==> src/rtl/mem_arbiter.sv <==
// Arbiter sharing one registered single-port word RAM between instruction fetch and data load/store.
// Data has fixed priority except when fetch has waited STARVE_LIMIT grants; every access takes 4 cycles.
module mem_arbiter #(
   parameter int MEM_DEPTH    = 1024,
   parameter int AW           = $clog2(MEM_DEPTH),
   parameter int STARVE_LIMIT = 4
) (
   input  logic          clk,
   input  logic          reset,
   input  logic          if_req,
   input  logic [31:0]   if_addr,
   output logic [31:0]   if_rdata,
   output logic          if_ack,
   input  logic          d_req,
   input  logic          d_we,
   input  logic [31:0]   d_addr,
   input  logic [31:0]   d_wdata,
   output logic [31:0]   d_rdata,
   output logic          d_ack,
   output logic          err,
   output logic          mem_en,
   output logic          mem_we,
   output logic [AW-1:0] mem_addr,
   output logic [31:0]   mem_wdata,
   input  logic [31:0]   mem_rdata,
   output logic          busy
);

   localparam int CW = $clog2(STARVE_LIMIT + 1);

   typedef enum logic [1:0] {S_IDLE, S_ISSUE, S_WAIT, S_ACK} state_t;

   state_t        r_state;
   logic          r_ownerD;
   logic          r_misaligned;
   logic          r_isStore;
   logic [CW-1:0] r_starveCnt;
   logic          r_memEn;
   logic          r_memWe;
   logic [AW-1:0] r_memAddr;
   logic [31:0]   r_memWdata;
   logic [31:0]   r_ifRdata;
   logic [31:0]   r_dRdata;
   logic          r_ifAck;
   logic          r_dAck;
   logic          r_err;
   logic          r_busy;

   logic          w_starved;
   logic          w_grantD;
   logic [31:0]   w_selAddr;
   logic          w_misaligned;
   logic [31:0]   w_rdata;
   logic          w_unusedAddrBits;

   // Fetch wins a contended slot only once data has been granted STARVE_LIMIT times in a row.
   assign w_starved        = (r_starveCnt == CW'(STARVE_LIMIT));
   assign w_grantD         = d_req && !(if_req && w_starved);
   assign w_selAddr        = w_grantD ? d_addr : if_addr;
   assign w_misaligned     = |w_selAddr[1:0];
   assign w_rdata          = (r_misaligned || r_isStore) ? 32'h0 : mem_rdata;
   assign w_unusedAddrBits = ^w_selAddr[31:AW+2];

   always_ff @(posedge clk or negedge reset) begin
      if (!reset) begin
         r_state      <= S_IDLE;
         r_ownerD     <= 1'b0;
         r_misaligned <= 1'b0;
         r_isStore    <= 1'b0;
         r_starveCnt  <= '0;
         r_memEn      <= 1'b0;
         r_memWe      <= 1'b0;
         r_memAddr    <= '0;
         r_memWdata   <= 32'h0;
         r_ifRdata    <= 32'h0;
         r_dRdata     <= 32'h0;
         r_ifAck      <= 1'b0;
         r_dAck       <= 1'b0;
         r_err        <= 1'b0;
         r_busy       <= 1'b0;
      end else begin
         case (r_state)
            S_IDLE: begin
               if (if_req && w_grantD)
                  r_starveCnt <= w_starved ? r_starveCnt : r_starveCnt + CW'(1);
               else
                  r_starveCnt <= '0;
               if (if_req || d_req) begin
                  r_ownerD     <= w_grantD;
                  r_isStore    <= w_grantD && d_we;
                  r_misaligned <= w_misaligned;
                  r_memAddr    <= w_selAddr[AW+1:2];
                  r_memWdata   <= d_wdata;
                  r_memEn      <= !w_misaligned;
                  r_memWe      <= w_grantD && d_we && !w_misaligned;
                  r_busy       <= 1'b1;
                  r_state      <= S_ISSUE;
               end
            end
            S_ISSUE: begin
               r_memEn <= 1'b0;
               r_memWe <= 1'b0;
               r_state <= S_WAIT;
            end
            S_WAIT: begin
               if (r_ownerD) begin
                  r_dRdata <= w_rdata;
                  r_dAck   <= 1'b1;
               end else begin
                  r_ifRdata <= w_rdata;
                  r_ifAck   <= 1'b1;
               end
               r_err   <= r_misaligned;
               r_state <= S_ACK;
            end
            S_ACK: begin
               r_ifAck <= 1'b0;
               r_dAck  <= 1'b0;
               r_err   <= 1'b0;
               r_busy  <= 1'b0;
               r_state <= S_IDLE;
            end
            default: r_state <= S_IDLE;
         endcase
      end
   end

   assign if_rdata  = r_ifRdata;
   assign if_ack    = r_ifAck;
   assign d_rdata   = r_dRdata;
   assign d_ack     = r_dAck;
   assign err       = r_err;
   assign mem_en    = r_memEn;
   assign mem_we    = r_memWe;
   assign mem_addr  = r_memAddr;
   assign mem_wdata = r_memWdata;
   assign busy      = r_busy;

endmodule

==> config.mk <==
export PLATFORM = sky130hd
export DESIGN_NAME = mem_arbiter
export DESIGN_NICKNAME = d
export VERILOG_FILES = /design/src/rtl/mem_arbiter.sv
export SDC_FILE = /design/constraint.sdc
export NUM_CORES = 1
export LEC_CHECK = 0
export CAP_MARGIN = 20
export CORE_MARGIN = 3
export CORE_UTILIZATION = 45
export CTS_BUF_LIST = sky130_fd_sc_hd__clkbuf_4 sky130_fd_sc_hd__clkbuf_8
export DETAILED_ROUTE_END_ITERATION = 6
export PLACE_DENSITY = 0.86
export REMOVE_ABC_BUFFERS = 1
export SETUP_SLACK_MARGIN = 0.15
export SYNTH_ARGS = -nofsm -noshare
export SYNTH_HDL_FRONTEND = slang
export SYNTH_SLANG_ARGS = --single-unit
==> constraint.sdc <==
create_clock -name clk -period 4.6 [get_ports clk]
set_input_delay 0.92 -clock clk [delete_from_list [all_inputs] [get_ports clk]]
set_output_delay 0.92 -clock clk [all_outputs]
set_load 0.03 [all_outputs]
==> out/results.md <==
• completed — result of the run
• 2.88 ns — signal arrival time at the worst endpoint
• 3.30 nW — leakage power
• 1.79% — adder and majority gate portion of the synthesized area
• 0.07 ns — clock transition at the registers of the reported paths
• 245 — number of primary I/O pins
• 0.42 ns — insertion delay of the later-clocked pin in the worst-skew pair
• 2 — number of buffers and inverters on the critical path
• 20.1% — simple-gate share of the synthesized area
• buffers and inverters — Top delay family on crit path
• 6 — depth of the worst register-to-register path
• 9730 µm — Detail Placement HPWL
• 0.663% — multiplexer area fraction after synthesis
• 110 µm — die boundary height
• 55.3% — fin crit share
• 0.996 ns — Least-Margin Pin Slew
• 697 nW/µm² — Pwr Density
• 100% — async set or reset register ratio after synthesis
• nand2_1 — most frequent cell after synthesis
• false — unrepaired setup endpoints after global routing
• 0 — cts repair resizes
• mem_addr[2] — Critical R2R Capture
• 2.54 ns — min cycle time layout
• 2 — largest buffer count on any clock path
• clkdlybuf4s50_1, o21ai_4, buf_4, nand2_1, o211ai_2 — critical-path cell list
• 4.94 ns — required time reported for the critical path endpoint
• 120 — Yosys reg bits
• 0 — setup bufs post-CTS
• 0 — number of buffers added to fix hold violations after cts
• register — Crit. End Element
• 110 µm — Die Span X
• dfrtp_1 — cell taking the most area after synthesis
• 0.000458 V — worst voltage drop across the vdd grid
• dfrtp_1 — most common flop cell mapped by yosys
• clkbuf_8 — cell at the root of the clock tree
• 0.82 ns — largest stage delay on the critical path
• 0 — final count of hold timing violations
• 46.9% — initial core utilization
• input port to register — critical path class
• 0 — number of inserted diodes
• 773 — filler instances
• 37 — standard-cell rows
• 22.6% — All-Layer GR Usage
• 1.62 ns — Setup Slack @ Placement
• 5 — logic depth of the worst path, buffers included
• 4 — DR pass1 iterations
• 9.71 µm² — average cell area after synthesis
• 13600 µm — Post-Route WL
• 33.4% — Slew headroom
• dfrtp_1 61%, nand2_1 17%, o21ai_0 7.1%, o211ai_2 2.6%, ha_1 1.8% — synth top area cells
• 0 — total congestion overflow
• 0 — number of antenna violations at the first check in global routing
• 7410 µm² — post-route cell area
• 51.1% — synthesis-to-finish area growth
• 4337 — total via count in the routed design
• 2.06 ns — PnR worst setup slack
• mem_addr[3] — Setup crit end
• mem_wdata[15] — startpoint of the worst hold path
• 204 — I/O Buffers
• 12.1% — compound-gate portion of the synthesized area
• 0% — Post-Synth XOR/XNOR Area
• 841 — net count of the finished layout
• r_state[1] — critical register-to-register path startpoint
• 0 — setup-violating endpoint count in the final report
• 0 — warning count from the yosys run
• 6980 µm² — instance area at placement
• 0.478 ns — worst hold slack
• 0.0125 ns — Clock Skews
• 10500 µm² — area of the placeable core
• 61.2% — fraction of the yosys area taken by sequential cells
• 61.2% — top-area cell type share of the netlist area
• simple AND/OR/NAND/NOR gates — dominant combinational cell family by area after synthesis
• 3000 µm² — FF+latch area
• input port — Critical Path Start Type
• 120 — TritonCTS Sinks
• 20900 µm — first-pass GRT wire length
• 0 — max cap viols
• 65 — pin count of the biggest net entering global routing
• built — CTS tree
• 0 — number of enable flip-flop cells after synthesis
• clkdlybuf4s50_1 — cell with the largest stage delay on the worst path
• 1710 µm² — Multi-input gate area
• 5.10 — Via density
• 0 — post-route ant nets
• d_req — Setup crit start
• register to register — type of the tightest min-delay check
• 33 — Netlist cell types
• 393 MHz — top achievable clock speed
• 12200 µm² — die area
• 0.823 — final estimated routing congestion in global placement
• 8.26% — fraction of final layout cells sized beyond drive strength 1
• 4900 µm² — Netlist Area Pre-Place
• 0 — DRC errors left
• 505 — Mapped Cells
• 0 — Final Slew Violations
• 17 — number of buffers inserted during clock tree synthesis
• 42 — maximum fanout count along the critical path
• 216 x nand2_1, 120 x dfrtp_1, 70 x o21ai_0 — list of most frequent post-synthesis cells
• 0 ns — final sum of negative setup slack
• 16.0 µm — mean routed wirelength per cell
• 271 — Iteration-0 DRC Markers
• 4 — Max H-tree Level
• 2.48 ns — R2R Setup Slk
• 4378 — via count of the first global-routing pass
-- report_power, final --
group          switching [mW]  total [mW]  internal [mW]  leakage [nW]
Clock                   0.413       0.975          0.562         0.214
Combinational            1.55        2.52          0.971          1.52
Sequential              0.229        1.68           1.45          1.57
-- registers in the layout, indices dropped and copies added (netlist names), 2 cells and up --
signal / count
mem_addr: 10
if_rdata: 32
r_starveCnt: 3
mem_wdata: 32
r_state: 2
d_rdata: 32
-- stage by stage --
step                      power, mW  instances  util (%)
final                          5.17        850      70.8
after global routing           5.50        850      70.8
after CTS                      5.20        849      70.6
after detailed placement       4.21        817      66.7
after global placement         4.11        817      66.7
after floorplan                3.07        472         -
-- worst min path at each step --
stage	endpoint	slack, ns	cells past startpoint
floorplan	r_isStore	0.45	2
finish	mem_wdata[15]	0.48	2
CTS	mem_wdata[15]	0.48	2
global placement	mem_wdata[7]	0.46	2
global route	mem_wdata[8]	0.51	2
detailed placement	mem_wdata[15]	0.46	2
-- logic make-up (layout without fill, tap and decap cells) --
logic type	Yosys count	in the layout
compound gates	94	94
fa+ha+maj	7	7
buf+inv	39	248
flops	120	120
mux	3	3
simple gates	242	242
-- worst register-to-register path: cells and delay by family (launching register included) --
family                     cells  cell delay, ns
adders and majority gates      1            0.54
and+or+nand+nor                1            0.15
buffers and inverters          2            0.51
DFF                            1            0.42
AOI/OAI and AO/OA              2            0.43
-- layer usage --
layer  track usage [%]  part of all wire (%)  up-vias
li1                  -                     -     2051
met1              25.9                    39     2040
met2              37.4                    48      221
met3              8.97                    11       25
met4              9.85                   1.9        0
met5                 0                     0        -
-- layout make-up --
class	instances	share of cell area, %
multi-input combinational	346	23.0
sequential	120	40.5
clock inverter	12	2.01
tap	136	2.30
clock buffer	20	3.55
timing repair buffer	210	28.3
inverter	6	0.304
-- layout by cell type, fill, tap and decap left out, types with 3 or more instances in the layout --
| master | n |
|---|---|
| a22o_1 | 3 |
| buf_4 | 6 |
| bufinv_16 | 3 |
| clkbuf_8 | 18 |
| clkdlybuf4s50_1 | 203 |
| clkinv_2 | 5 |
| dfrtp_1 | 120 |
| ha_1 | 7 |
| inv_1 | 6 |
| nand2_1 | 215 |
| nand3_1 | 3 |
| nand4_1 | 11 |
| o211ai_2 | 10 |
| o21ai_0 | 70 |
(Power assumes the default switching activity.)
